**src/rtl/multiple_operand_accumulator.sv**
```systemverilog
// Operand-group accumulator: carry-save running total, one carry-propagate add per group.
// Optional MOA_TRUNC_FLAG_EN adds out_trunc, flagging groups closed at MAX_OPS without in_last.
module multiple_operand_accumulator #(
  parameter int N = 4,
  parameter int MAX_OPS = 16,
  localparam int OUT_W = N + $clog2(MAX_OPS),
  localparam int CW = $clog2(MAX_OPS + 1)
) (
  input  logic             clk,
  input  logic             rst,
  input  logic             in_valid,
  output logic             in_ready,
  input  logic [N-1:0]     in_data,
  input  logic             in_last,
  output logic             out_valid,
  input  logic             out_ready,
  output logic [OUT_W-1:0] out_sum,
  output logic [CW-1:0]    out_count
`ifdef MOA_TRUNC_FLAG_EN
  ,
  output logic             out_trunc
`endif
);

  // Handshake: a beat moves on a rising edge where valid && ready (both sides).
  // out_valid holds, with out_sum/out_count stable, until the edge with out_ready=1.
  typedef enum logic [1:0] {ACCUM, RESOLVE, HOLD} state_t;

  state_t           state;
  logic [OUT_W-1:0] s;
  logic [OUT_W-1:0] c;
  logic [OUT_W-1:0] d_ext;
  logic [OUT_W-1:0] s_next;
  logic [OUT_W-1:0] c_next;
  logic [CW-1:0]    count;
  logic             accept;
  logic             closing;
`ifdef MOA_TRUNC_FLAG_EN
  logic             forced;
`endif

  assign in_ready = (state == ACCUM) && !rst;
  assign accept   = in_valid && in_ready;
  assign d_ext    = {{(OUT_W-N){1'b0}}, in_data};

  // 3:2 compression only; the carry chain is deferred to RESOLVE.
  assign s_next  = s ^ c ^ d_ext;
  assign c_next  = ((s & c) | (s & d_ext) | (c & d_ext)) << 1;
  assign closing = in_last || (count == CW'(MAX_OPS - 1));

  always_ff @(posedge clk) begin
    if (rst) begin
      state     <= ACCUM;
      s         <= '0;
      c         <= '0;
      count     <= '0;
      out_sum   <= '0;
      out_count <= '0;
      out_valid <= 1'b0;
`ifdef MOA_TRUNC_FLAG_EN
      forced    <= 1'b0;
      out_trunc <= 1'b0;
`endif
    end else begin
      case (state)
        ACCUM: begin
          if (accept) begin
            s     <= s_next;
            c     <= c_next;
            count <= count + 1'b1;
            if (closing) begin
              state <= RESOLVE;
`ifdef MOA_TRUNC_FLAG_EN
              forced <= !in_last;
`endif
            end
          end
        end
        RESOLVE: begin
          out_sum   <= s + c;
          out_count <= count;
          out_valid <= 1'b1;
`ifdef MOA_TRUNC_FLAG_EN
          out_trunc <= forced;
`endif
          state     <= HOLD;
        end
        HOLD: begin
          if (out_ready) begin
            out_valid <= 1'b0;
            s         <= '0;
            c         <= '0;
            count     <= '0;
            state     <= ACCUM;
          end
        end
        default: state <= ACCUM;
      endcase
    end
  end

endmodule

```
**config.mk**
```make
export PLATFORM = sky130hd
export DESIGN_NAME = multiple_operand_accumulator
export DESIGN_NICKNAME = d
export VERILOG_FILES = /design/src/rtl/multiple_operand_accumulator.sv
export SDC_FILE = /design/constraint.sdc
export NUM_CORES = 1
export LEC_CHECK = 0
export ABC_AREA = 1
export CAP_MARGIN = 20
export CORE_MARGIN = 3
export CORE_UTILIZATION = 30
export DETAILED_ROUTE_END_ITERATION = 7
export GPL_TIMING_DRIVEN = 0
export HOLD_SLACK_MARGIN = 0.15
export PLACE_DENSITY = 0.45
export SYNTH_ARGS = -nofsm -noshare
export SYNTH_HDL_FRONTEND = slang
export SYNTH_SLANG_ARGS = --single-unit
```
**constraint.sdc**
```tcl
create_clock -name clk -period 3.67 [get_ports clk]
set_input_delay 0.734 -clock clk [delete_from_list [all_inputs] [get_ports clk]]
set_output_delay 0.734 -clock clk [all_outputs]
set_load 0.1 [all_outputs]
```
[Yosys cells after proc, flatten, opt, wreduce, memory -nomap -nowiden]
Cells that the tools add are included.
Word-level totals
  flip-flop bits (word level): 37
  input bits: 9
  word-level logic and storage cells: 46
Cells by class
  $add $sub $neg: 2
  equality and inequality tests: 6
  multiplexer cells: 14
  bitwise gates (word level): 7
  reductions and logical operators: 10
Operators with widths (count)
  one-hot mux 8 bit (2 select lines): 2
  2-to-1 mux 8 bit: 3
  AND 7 x 4 -> 7 bit: 2
  bitwise OR 7 bit: 2
  2-to-1 mux 5 bit: 2
  one-hot mux 5 bit (2 select lines): 1
  adder 8 bit: 1
  bitwise XOR 8 x 4 -> 8 bit: 1
  bitwise XOR 8 bit: 1
  AND 7 bit: 1
  2-to-1 mux 2 bit: 3
  != test 2 bit, second input constant: 3
  one-hot mux 2 bit (3 select lines): 1
  AND reduction 3 bit: 2
  adder 5 x 1 -> 5 bit, second input constant: 1
  equality test 5 x 4 -> 1 bit, second input constant: 1
  nonzero test 2 bit: 2
  equality test 2 x 1 -> 1 bit, second input constant: 1
  equality test 2 bit, second input constant: 1
  logical AND 1 bit: 2
  logical NOT 2 bit: 1
  one-hot mux 1 bit (2 select lines): 1
  AND reduction 2 bit: 1
  logical NOT 1 bit: 1
  other kinds (2): 2

[Longest topological paths before layout]
  depth after elaboration: 5
  depth in mapped cells: 9

[Worst setup path after synthesis]
Ideal clock, no wire load.
  path type: input -> output
  start: input port rst
  end: output port in_ready
  data arrival time: 2.956 ns
  required time: 2.936 ns
  path slack: -0.020 ns
  stages on the path: 2
  buffers on the path: 1
  path through: clkbuf_1 nor3_1
On the way
  word-level cells in the longest chain between the ends: 2
RTL lines
  start: declaration: line 10  | input logic rst,
  logical NOT 1 bit: line 42  | assign in_ready = (state == ACCUM) && !rst;
  logical AND 1 bit: line 42
  end: declaration: line 12  | output logic in_ready,
No other way between the ends.

[Final worst setup path]
Ends and elaborated chain as after synthesis.

==> tab_implementation.tex <==
\begin{tabular}{lr}
\hline
Metric & Value \\
\hline
\multicolumn{2}{l}{\textbf{Status}} \\
\quad Outcome & finished clean \\
\multicolumn{2}{l}{\textbf{Pwr}} \\
\quad Internal & 0.645 mW \\
\quad Relative contribution of the clock network to total power & 38.5\% \\
\quad Share of power burned in combinational logic & 16.0\% \\
\quad Leakage dissipation & 0.887 nW \\
\quad Power per cell area & 427 nW/um\^{}2 \\
\quad Power after layout & 0.906 mW \\
\quad Part of the power in registers & 45.5\% \\
\quad Max IR drop VDD & 0.167 mV \\
\quad Net switching power figure & 0.261 mW \\
\quad Fraction of power spent switching nets & 28.8\% \\
\multicolumn{2}{l}{\textbf{GRT}} \\
\quad First-pass GRT wire length & 7310 microns \\
\quad Remaining Overflow, GRT & 0 \\
\quad Via count of the first global-routing pass & 1467 \\
\quad Met2 Usage GRT & 22.7\% \\
\quad Global Route met1 Usage & 20.6\% \\
\quad Busiest metal layer after global routing & met2 \\
\quad Number of antenna violations at the first check in global routing & 0 \\
\quad Met3 layer usage reported by global route & 3.66\% \\
\quad Maximum number of pins on one net before global-route repair & 12 \\
\quad GR Util All Layers & 14.9\% \\
\multicolumn{2}{l}{\textbf{Layout}} \\
\quad Utilization after layout & 40.2\% \\
\quad Final antenna diode count & 0 \\
\quad Number of nets in the layout & 270 \\
\quad Fraction of layout cells with a size suffix above 1 & 8.03\% \\
\quad Post-Layout Cell Count & 319 \\
\quad Relative area change from synthesis to final layout & 25.5\% \\
\multicolumn{2}{l}{\textbf{CTS}} \\
\quad Clock buffer depth & 2 \\
\quad Clock edge transition at the registers on the reported setup and hold paths & 0.07 ns \\
\quad Root buf cell & sky130\_fd\_sc\_hd\_\_clkbuf\_8 \\
\quad Clock net sink count & 36 \\
\quad Number of hold buffers added after cts & 0 \\
\quad Later-pin clock latency in the skew report & 0.29 ns \\
\quad Number of levels the H-tree was split into & 2 \\
\quad Post-cts gate resize count & 0 \\
\quad TritonCTS clock tree & yes \\
\quad Number of post-CTS setup repair buffers & 0 \\
\quad Number of buffers created by CTS & 5 \\
\multicolumn{2}{l}{\textbf{Timing}} \\
\quad Relative max-transition margin & 34.9\% \\
\quad Final Setup Violations & 0 \\
\quad Post-route clock skew & 0.00773 ns \\
\quad Final min period & 3.55 ns \\
\quad Maximum clock rate & 0.282 GHz \\
\quad Worst-margin pin slew & 0.973 ns \\
\quad Total negative setup slack & 0 ns \\
\quad Part of the cycle the worst path needs & 96.8\% \\
\quad Max-slew violation count & 0 \\
\quad Unrepaired setup endpoints after global routing & no \\
\quad Number of failing hold endpoints at the final stage & 0 \\
\multicolumn{2}{l}{\textbf{Detailed routing}} \\
\quad Total detailed-routing wirelength & 4270 microns \\
\quad Number of DRC violations after detailed-routing iteration 0 & 89 \\
\quad Routed vias & 1515 \\
\quad Residual antenna-violating net count after detailed routing & 0 \\
\quad Routed WL per cell & 13.4 microns \\
\quad Detailed-route DRC error count & 0 \\
\quad Number of vias per cell after detailed routing & 4.75 \\
\quad Number of iterations in the first detailed-routing pass & 4 \\
\multicolumn{2}{l}{\textbf{Logic synthesis}} \\
\quad Top cells by area, synth & sky130\_fd\_sc\_hd\_\_dfxtp\_1 43\%, sky130\_fd\_sc\_hd\_\_nand3\_1 8.6\%, sky130\_fd\_sc\_hd\_\_a21oi\_1 8.0\%, sky130\_fd\_sc\_hd\_\_nand2\_1 7.8\%, sky130\_fd\_sc\_hd\_\_ha\_1 6.7\% \\
\quad Most frequent cells after synthesis & 36 x sky130\_fd\_sc\_hd\_\_dfxtp\_1, 35 x sky130\_fd\_sc\_hd\_\_nand2\_1, 29 x sky130\_fd\_sc\_hd\_\_nand3\_1 \\
\quad Yosys warns & 0 \\
\quad Synthesized area & 1690 sq um \\
\quad Main flop type after synthesis & sky130\_fd\_sc\_hd\_\_dfxtp\_1 \\
\quad Total of flip-flops plus latches after synthesis & 36 \\
\quad Post-synth top area cell & sky130\_fd\_sc\_hd\_\_dfxtp\_1 \\
\quad Most common cell in the netlist & sky130\_fd\_sc\_hd\_\_dfxtp\_1 \\
\quad Syn Inst Count & 218 \\
\quad Share of async-settable or async-resettable flops after synthesis & 0\% \\
\quad Number of enable-type register cells in the synthesized netlist & 0 \\
\quad Total nets after synthesis & 240 \\
\quad Unique masters post-synth & 22 \\
\quad Avg Synthesized Cell Area & 7.75 sq um \\
\quad Fraction of post-synthesis cell area in the top cell type by area & 42.6\% \\
\quad Share of synthesized area occupied by flip-flops and latches & 42.6\% \\
\multicolumn{2}{l}{\textbf{Worst setup path}} \\
\quad CP endpoint kind & output pin \\
\quad Maximum fanout encountered on the critical timing path & 10 \\
\quad Critical-path cell list & clkdlybuf4s50\_1 > clkbuf\_1 > nor3\_2 > clkdlybuf4s50\_1 \\
\quad Kind of critical path & in -> out \\
\quad Critical Path Slowest Stage Cell & sky130\_fd\_sc\_hd\_\_clkdlybuf4s50\_1 \\
\quad Type of origin of the critical path & primary input \\
\quad Dominant delay contributor by cell family on the critical path & buffers and inverters \\
\quad Library cell appearing most often on the critical path & sky130\_fd\_sc\_hd\_\_clkdlybuf4s50\_1 \\
\quad Arrival time at the worst endpoint & 2.82 ns \\
\quad Delay of the slowest cell on the worst path & 1.15 ns \\
\quad Worst Path Required & 2.94 ns \\
\quad Number of buffer and inverter stages on the critical path & 3 \\
\multicolumn{2}{l}{\textbf{Place}} \\
\quad Placed wire-length estimate & 3020 microns \\
\quad Dpl cells & 311 \\
\quad Count of input and output buffers & 23 \\
\quad Placer Congestion & 0.758 \\
\multicolumn{2}{l}{\textbf{Run}} \\
\quad Total of max-cap violations & 0 \\
\multicolumn{2}{l}{\textbf{Min path}} \\
\quad Hold crit path type & reg -> reg \\
\multicolumn{2}{l}{\textbf{Floorplanning}} \\
\quad Number of core rows & 26 \\
\quad Die outline width & 81.1 microns \\
\quad Die extent in y & 81.1 microns \\
\quad Initial Util & 32.1\% \\
\quad Count of pins on the block boundary & 24 \\
\quad Core box area & 5270 sq um \\
\quad Area of the die & 6570 sq um \\
\hline
\end{tabular}
[power by group through the flow]
stage / logic, mW / clock network (mW) / registers (mW)
after floorplan: 0.0484 / 0 / 0.475
after global placement: 0.147 / 0 / 0.421
after detailed placement: 0.147 / 0 / 0.421
after CTS: 0.147 / 0.362 / 0.412
after global routing: 0.156 / 0.383 / 0.414
final: 0.145 / 0.349 / 0.412
[tightest hold or removal path: stages, from the launching register on]
cell and delay, ns:
sky130_fd_sc_hd__dfxtp_1 0.32, sky130_fd_sc_hd__nand3_1 0.07, sky130_fd_sc_hd__a21oi_1 0.06
[cells in the final DEF, fill, tap and decap left out, types with 3 or more instances in the layout]
master                            count
sky130_fd_sc_hd__nor2_1              26
sky130_fd_sc_hd__buf_4                3
sky130_fd_sc_hd__fa_1                 4
sky130_fd_sc_hd__dfxtp_1             36
sky130_fd_sc_hd__buf_2                4
sky130_fd_sc_hd__clkbuf_8             5
sky130_fd_sc_hd__clkbuf_1             4
sky130_fd_sc_hd__inv_2                3
sky130_fd_sc_hd__nand3_1             29
sky130_fd_sc_hd__ha_1                 9
sky130_fd_sc_hd__o21ai_0             13
sky130_fd_sc_hd__nand2_1             35
sky130_fd_sc_hd__o211ai_1             3
sky130_fd_sc_hd__clkdlybuf4s50_1     23
sky130_fd_sc_hd__a21oi_1             27
sky130_fd_sc_hd__inv_1               15
[flip-flops by register name, indices dropped and copies added, names as in the netlist]
name	flops
count	5
c	7
out_valid	1
s	8
out_count	5
out_sum	8
state	2
[per-stage QoR]
| stage | worst slack (ns) | hold WS, ns | instance area, sq um |
|---|---|---|---|
| 6_report | 0.119 | 0.490 | 2120 |
| 5_1_grt | 0.0653 | 0.510 | 2120 |
| 4_1_cts | 0.101 | 0.491 | 2120 |
| 3_5_place_dp | 0.0990 | 0.477 | 2010 |
| 3_3_place_gp | 0.101 | 0.475 | 2010 |
| 2_1_floorplan | 0.836 | 0.455 | 1700 |
[per-layer routing]
layer,routed length (microns),up-vias
li1,-,782
met1,2210,704
met2,1890,27
met3,126,2
met4,37,0
met5,0,-
[area by class of cell]
cell class	count	area, sq um
plain buffers	10	53.8
clock buffers	6	72.6
clock inverters	2	35.0
fillers	578	3150
inverters	18	67.6
multi-input cells	154	853
flip-flops and latches	36	721
well taps	70	87.6
repair buffers	23	230
[kinds of logic (layout without fill, tap and decap cells)]
kind of cell | count (synthesis) | after routing | share of synthesized area [%]
flip-flops | 36 | 36 | 42.6
XOR/XNOR | 2 | 2 | 1.04
buffers and inverters | 28 | 59 | 7.18
AND/OR/NAND/NOR | 95 | 95 | 24.2
AO/OA/AOI/OAI | 44 | 44 | 13.5
adder cells (fa/ha/maj) | 13 | 13 | 11.4
[path summary, 6_finish.rpt]
path | from | end | slack (ns) | cells past startpoint
worst max register to register | c[1] | out_sum[7] | 2.01 | 8
worst min register to register | s[6] | s[6] | 0.49 | 2
worst min-delay path | s[6] | s[6] | 0.49 | 2
worst max-delay path | rst | in_ready | 0.12 | 4
Power figures use the tool's default switching activity.
